`config.mk`:
```
export PLATFORM = sky130hd
export DESIGN_NAME = mul_share_arbiter
export DESIGN_NICKNAME = d
export VERILOG_FILES = /design/src/rtl/mul_share_arbiter.sv
export SDC_FILE = /design/constraint.sdc
export NUM_CORES = 1
export LEC_CHECK = 0
export CAP_MARGIN = 30
export CORE_ASPECT_RATIO = 0.75
export CORE_MARGIN = 2
export CORE_UTILIZATION = 55
export CTS_CLUSTER_SIZE = 14
export DETAILED_ROUTE_END_ITERATION = 6
export GPL_TIMING_DRIVEN = 0
export PLACE_DENSITY = 0.89
export SYNTH_ARGS = -nofsm -noshare
export SYNTH_HDL_FRONTEND = slang
export SYNTH_SLANG_ARGS = --single-unit
```
`constraint.sdc`:
```
create_clock -name clk -period 8.7 [get_ports clk]
set_input_delay 2.61 -clock clk [delete_from_list [all_inputs] [get_ports clk]]
set_output_delay 2.61 -clock clk [all_outputs]
set_load 0.01 [all_outputs]
```
`src/rtl/mul_share_arbiter.sv`:
```
// mul_share_arbiter: two-requester round-robin front end sharing one serial signed shift-add multiplier
// Ports:
//   clk, reset          - rising-edge clock, synchronous active-low reset
//   req_valid/req_ready - per-requester handshake (bit 0 = requester 0, bit 1 = requester 1)
//   req_a0/req_b0       - signed operands of requester 0
//   req_a1/req_b1       - signed operands of requester 1
//   resp_valid/ready    - shared response handshake
//   resp_result         - signed 2*WIDTH product
//   resp_overflow       - product does not fit in signed WIDTH bits
//   resp_id             - requester that owns the response
//   busy                - an operation is in CALC or DONE
// Macro MUL_SHARE_ARBITER_FAST_ZERO_EN: a zero operand skips CALC and answers on the accepting edge.
module mul_share_arbiter #(
  parameter int WIDTH = 32
) (
  input  logic                      clk,
  input  logic                      reset,
  input  logic [1:0]                req_valid,
  output logic [1:0]                req_ready,
  input  logic signed [WIDTH-1:0]   req_a0,
  input  logic signed [WIDTH-1:0]   req_b0,
  input  logic signed [WIDTH-1:0]   req_a1,
  input  logic signed [WIDTH-1:0]   req_b1,
  output logic                      resp_valid,
  input  logic                      resp_ready,
  output logic signed [2*WIDTH-1:0] resp_result,
  output logic                      resp_overflow,
  output logic                      resp_id,
  output logic                      busy
);
  localparam int CW = (WIDTH > 1) ? $clog2(WIDTH) : 1;
  typedef enum logic [1:0] {IDLE, CALC, DONE} state_t;
  state_t r_state, w_next;
  logic [CW-1:0] r_cnt;
  logic r_last, r_sign, r_id;
  logic [2*WIDTH-1:0] r_acc, r_mcand;
  logic [WIDTH-1:0] r_mplier;
  logic [1:0] w_grant;
  logic w_accept, w_sel, w_zero, w_last_bit, w_ovf;
  logic [WIDTH-1:0] w_a, w_b, w_ma, w_mb;
  logic [2*WIDTH-1:0] w_sum, w_res;
  // r_last is the requester served last; on a tie the other one wins
  assign w_grant[0] = req_valid[0] & (~req_valid[1] | r_last);
  assign w_grant[1] = req_valid[1] & (~req_valid[0] | ~r_last);
  assign w_accept = |(req_valid & req_ready);
  assign w_sel = w_grant[1];
  assign w_a = w_sel ? req_a1 : req_a0;
  assign w_b = w_sel ? req_b1 : req_b0;
  // two's-complement negation of the most negative value yields 2^(WIDTH-1) read as unsigned
  assign w_ma = w_a[WIDTH-1] ? -w_a : w_a;
  assign w_mb = w_b[WIDTH-1] ? -w_b : w_b;
`ifdef MUL_SHARE_ARBITER_FAST_ZERO_EN
  assign w_zero = (w_a == '0) | (w_b == '0);
`else
  assign w_zero = 1'b0;
`endif
  assign w_last_bit = r_cnt == CW'(WIDTH - 1);
  assign w_sum = r_acc + (r_mplier[0] ? r_mcand : '0);
  assign w_res = r_sign ? -w_sum : w_sum;
  assign w_ovf = ~((&w_res[2*WIDTH-1:WIDTH-1]) | ~(|w_res[2*WIDTH-1:WIDTH-1]));
  always_ff @(posedge clk)
    if (!reset) r_state <= IDLE;
    else r_state <= w_next;
  always_comb begin
    w_next = r_state;
    unique case (r_state)
      IDLE:    w_next = w_accept ? (w_zero ? DONE : CALC) : IDLE;
      CALC:    w_next = w_last_bit ? DONE : CALC;
      DONE:    w_next = resp_ready ? IDLE : DONE;
      default: w_next = IDLE;
    endcase
  end
  always_comb begin
    resp_valid = r_state == DONE;
    busy = r_state != IDLE;
    req_ready = (r_state == IDLE && reset) ? w_grant : 2'b00;
  end
  always_ff @(posedge clk) begin
    if (!reset) begin
      r_cnt <= '0;
      r_last <= 1'b1;
      r_sign <= 1'b0;
      r_id <= 1'b0;
      r_acc <= '0;
      r_mcand <= '0;
      r_mplier <= '0;
      resp_result <= '0;
      resp_overflow <= 1'b0;
      resp_id <= 1'b0;
    end else if (r_state == IDLE && w_accept) begin
      r_last <= w_sel;
      r_id <= w_sel;
      r_sign <= w_a[WIDTH-1] ^ w_b[WIDTH-1];
      r_acc <= '0;
      r_mcand <= {{WIDTH{1'b0}}, w_ma};
      r_mplier <= w_mb;
      r_cnt <= '0;
      if (w_zero) begin
        resp_result <= '0;
        resp_overflow <= 1'b0;
        resp_id <= w_sel;
      end
    end else if (r_state == CALC) begin
      r_acc <= w_sum;
      r_mcand <= r_mcand << 1;
      r_mplier <= r_mplier >> 1;
      r_cnt <= r_cnt + 1'b1;
      if (w_last_bit) begin
        resp_result <= w_res;
        resp_overflow <= w_ovf;
        resp_id <= r_id;
      end
    end
  end
endmodule

```
======== After elaboration in Yosys (flattened, before gate mapping) ========
Index checks and enable logic that the tools add are counted.
operators by class
  $add $sub $neg .......................... 5
  equal/unequal tests ..................... 3
  multiplexer cells ....................... 15
  bitwise operators ....................... 14
  reduce and logical (&&, ||, !) cells .... 10
operator list
  operator                                        number
  two-way mux 32 bit                              8
  two-way mux 64 bit                              2
  adder 64 bit                                    1
  negator 32 bit                                  2
  negator 64 bit                                  1
  AND reduction 33 bit                            1
  OR reduction 33 bit                             1
  NOT 1 bit                                       7
  two-way mux 2 bit                               3
  case mux 2 bit (3 select lines)                 1
  adder 5 x 1 -> 5 bit (second input constant)    1
  == test 5 bit (second input constant)           1
  nonzero test 2 bit                              2
  OR reduction 2 bit                              2
  OR 1 bit                                        3
  AND reduction 3 bit                             1
  AND 1 bit                                       2
  AND 2 bit                                       1
  == test 2 x 1 -> 1 bit (second input constant)  1
  == test 2 bit (second input constant)           1
  logical AND 1 bit                               2
  zero test 2 bit                                 1
  two-way mux 1 bit                               1
  XOR 1 bit                                       1
word-level totals
  bits in registers ....................... 236
  bits of input ports ..................... 133
  output and inout port bits .............. 70
  word-level logic and storage cells ...... 59

======== Depth between registers and ports, before layout ========
  word-level depth ........................ 9
  gate-level depth with buffers ........... 25
  mapped depth without buffers ............ 20

======== Least setup slack after synthesis ========
OpenSTA, ideal clock, no wires.
  kind .................................... in2out
  start ................................... input req_valid[1]
  end ..................................... output req_ready[1]
  arrival ................................. 5.197 ns
  required time ........................... 6.090 ns
  path slack .............................. 0.893 ns
  stages on the path ...................... 9
  path buffers ............................ 5
  cells stage by stage .................... inv_1 -> a21oi_1 -> clkbuf_1 -> clkbuf_1 -> buf_1 -> clkbuf_1 -> clkbuf_1 -> nand3_1 -> inv_1
on the way
  longest elaborated chain between the ends .. 2
RTL lines
  element            line  RTL
  start, declared    18    input logic [1:0] req_valid,
  AND 1 bit          44    assign w_grant[1] = req_valid[1] & (~req_valid[0] | ~r_last);
  two-way mux 2 bit  76    req_ready = (r_state == IDLE && reset) ? w_grant : 2'b00;
  end, declared      19    output logic [1:0] req_ready,
No other way between the ends.

======== Worst setup path after layout ========
  start ................................... register r_mplier[0]
  end ..................................... register resp_overflow
on the way
  longest elaborated chain between the ends .. 8
  elaborated cells between the ends (all ways) .. 9
  those cells by class .................... add/sub: 2; mux: 2; bitwise: 3; reduce/logical: 2
RTL lines
  element                 line  RTL
  start, declared         37    logic [WIDTH-1:0] r_mplier;
  start signal, assigned  96    r_mplier <= w_mb;
  start signal, assigned  106   r_mplier <= r_mplier >> 1;
  two-way mux 64 bit (*)  58    assign w_sum = r_acc + (r_mplier[0] ? r_mcand : '0);
  adder 64 bit (*)        58
  negator 64 bit          59    assign w_res = r_sign ? -w_sum : w_sum;
  two-way mux 64 bit (*)  59
  OR reduction 33 bit     60    assign w_ovf = ~((&w_res[2*WIDTH-1:WIDTH-1]) | ~(|w_res[2*WIDTH-1:WIDTH-1]));
  NOT 1 bit               60
  OR 1 bit (*)            60
  NOT 1 bit (*)           60
  end signal, assigned    110   resp_overflow <= w_ovf;
  end, declared           27    output logic resp_overflow,
Every way passes the cells marked *; elsewhere a longest branch is shown, timed or not.
A chain may end at the register's enable or synchronous reset.

==> results.txt <==
Status -> complete, no violations
CTS tree -> done
Most instantiated cells after synthesis -> nand2_1, dfxtp_1, a21oi_1, nor2_1, clkbuf_1
Pre-CTS setup slack -> -1500 ps
Fillers -> 2788
Register-to-register setup slack -> 410 ps
Area share of the largest cell type after synthesis -> 0.263
Internal -> 2050 uW
Vias in the first global route -> 18400
Final hold vios -> 0
Worst setup margin -> 412 ps
Number of synthesized flops with an enable pin -> 0
DR iter-0 viols -> 2723
Pre-antenna DRT Iters -> 6
Die ar. -> 0.0341 sq mm
Cell area power density -> 143 mW/mm^2
Die Ht -> 160 microns
Post-DP HPWL -> 54.7 mm
WL per Instance -> 22.0 microns
DRC -> 0
Worst-path fanout max -> 10
Sw frac -> 0.329
Clk Latency, worst-skew pair -> 560 ps
H-tree depth -> 1
CTS Sinks -> 236
Placer Congestion -> 0.997
CP cell instances -> clkbuf_1, clkbuf_1, and2_1, ha_1, inv_1, fa_1, and2b_1, o2111ai_2, a211oi_1, nor2_1, o211ai_1, xnor2_1, nand4_1, or4b_1, buf_2, or3_4, buf_6, o31ai_1, xor2_1, nor4_1, nand4_1, or4_1, nand3_1, a21boi_1
Crit Path Category -> register to register
Max Cap Viol -> 0
Comb power frac -> 0.248
Register share of total power -> 0.377
Worst vdd ir -> 170 uV
Starting Density -> 0.557
IO Pins -> 203
Core Region -> 0.0322 sq mm
Sw power -> 1010 uW
Mapped Avg Cell Area -> 7.36 sq um
Seq cells post-synth -> 236
Root Buffer -> clkbuf_16
Ys Warns -> 0
Grt ovf -> 0
First-pass GRT wire length -> 104 mm
Total placed instance area -> 0.0205 sq mm
Detailed-route via count -> 20000
Seq/Total Area, Yosys -> 0.263
CTS buffer count -> 25
Final Slew Violations -> 0
Ys flop type -> dfxtp_1
Post-synthesis cell area -> 0.0180 sq mm
Syn_nets -> 2642
Slew margin rel. -> 0.310
Synth-to-Final Area Change -> 19.0%
Synthesized netlist cell count -> 2440
Clk_skew -> 13.4 ps
Hold Slack -> 461 ps
Synth area leaders -> dfxtp_1, nand2_1, a21oi_1
CP Buf/Inv Count -> 5
Port buffer count -> 202
Hold Crit Class -> register to register
Post-synthesis async set-or-reset flop share -> 0
Yosys top cell by area -> dfxtp_1
Critical Path AT -> 8730 ps
Worst-path clk slew -> 60 ps
Share of layout cells above drive strength 1 -> 0.0387
Pleak -> 0.00900 uW
Crit path launch type -> register
DR vias/cell -> 6.39
Critical Path End Type -> register
CTS Hold Bufs -> 0
Total GRT Usage -> 0.390
Clock power frac -> 0.376
Worst Tran Pin Value -> 1040 ps
Endpoints failing setup -> 0
Layout Nets -> 2868
Largest net degree at the start of global routing -> 20
Deepest clock path buffer count -> 3
Final instance area -> 0.0214 sq mm
Cell Count, Final, Fillers Out -> 3126
Count of different cell masters after synthesis -> 89
Most common cell in the synthesized netlist -> nand2_1
Critical path's top delay family -> simple AND/OR/NAND/NOR gates
CP max stage delay -> 890 ps
Width of the die -> 213 microns
Antenna violations before repair -> 1
Wirelength, routed -> 68.9 mm
Post-route ant nets -> 0
Setup bufs post-CTS -> 0
Ant diodes -> 0
Fmax -> 121 MHz
Crit share post-route -> 0.953
Crit path required time -> 9150 ps
Num rows -> 57
Placed Cells -> 3084
Fin crit period -> 8290 ps
RSZ-0062 raised after global routing -> false
CP max stage cell -> a211oi_1
==> cell type report <==
type	count	area [sq um]	area share
Timing Repair Buffer	202	2020	0.0946
Clock inverter	14	186	0.00872
Multi-Input combinational cell	2003	12400	0.582
Sequential cell	236	4720	0.221
Tap cell	442	553	0.0259
Buffer	168	683	0.0320
Clock buffer	31	658	0.0308
Inverter	30	113	0.00527
==> power by group through the flow <==
stage / Clock (uW) / Sequential (uW) / Combinational [uW]
finish: 1150 / 1150 / 758
floorplan: 0 / 1160 / 464
detailed placement: 0 / 1170 / 725
global route: 1200 / 1150 / 800
global placement: 0 / 1170 / 708
CTS: 1150 / 1150 / 728
==> layout by cell type (no fill, tap or decap), types with 87 or more instances in the layout <==
master           count
nand2_1            476
dfxtp_1            236
and2_1              87
a21oi_1            199
clkdlybuf4s50_1    202
o21ai_0             92
nor2_1             161
xnor2_1             89
o211a_1             97
clkbuf_1           140
==> flip-flops by register name, indices dropped and copies added, names as in the netlist, 2 cells and up <==
name and count:
r_mplier 32, resp_result 64, r_acc 64, r_cnt 5, r_mcand 64, r_state 2
==> per-layer routing <==
metal  vias to the layer above  wire length [microns]  track usage
met5                         -                      0            0
met4                         0                   3120        0.156
met3                       191                   7630       0.0839
met2                      1184                  28800        0.573
met1                      9472                  29300        0.554
li1                       9143                      -            -
==> path summary, 6_finish.rpt <==
| kind | start | endpoint | cells after the start |
|---|---|---|---|
| hold / removal | r_mcand[48] | r_mcand[49] | 2 |
| hold reg to reg | r_mcand[48] | r_mcand[49] | 2 |
| setup / recovery | r_mplier[0] | resp_overflow | 24 |
| setup reg to reg | r_mplier[0] | resp_overflow | 24 |
==> metrics by stage <==
stage	setup TNS, ps	utilization	power (uW)
6_report	0	0.663	3060
5_1_grt	0	0.663	3150
4_1_cts	0	0.663	3030
3_5_place_dp	-29080	0.637	1900
3_3_place_gp	-20380	0.637	1880
2_1_floorplan	0	-	1630
==> worst register-to-register path: cells and delay by family (launching register included) <==
kind / cells / cell delay (ps)
xor gates and xnor gates: 2 / 520
buffers and inverters: 5 / 1540
DFF: 1 / 340
and+or+nand+nor: 10 / 3130
AOI/OAI and AO/OA: 5 / 2010
adders and majority gates: 2 / 640
==> repair_timing <==
action                     CTS  global route
gates resized for setup      3             2
setup endpoints to repair    1             1
pin swaps                    0             0
cloned                       0             0
==> logic make-up after synthesis <==
| logic type | after synthesis | synth area share |
|---|---|---|
| AOI/OAI and AO/OA | 638 | 0.250 |
| xor gates and xnor gates | 166 | 0.0814 |
| adders and majority gates | 69 | 0.0485 |
| buffers and inverters | 201 | 0.0445 |
| DFF | 236 | 0.263 |
| muxes | 68 | 0.0380 |
| and+or+nand+nor | 1062 | 0.275 |
Note: power is estimated with default switching activity, not from simulation.
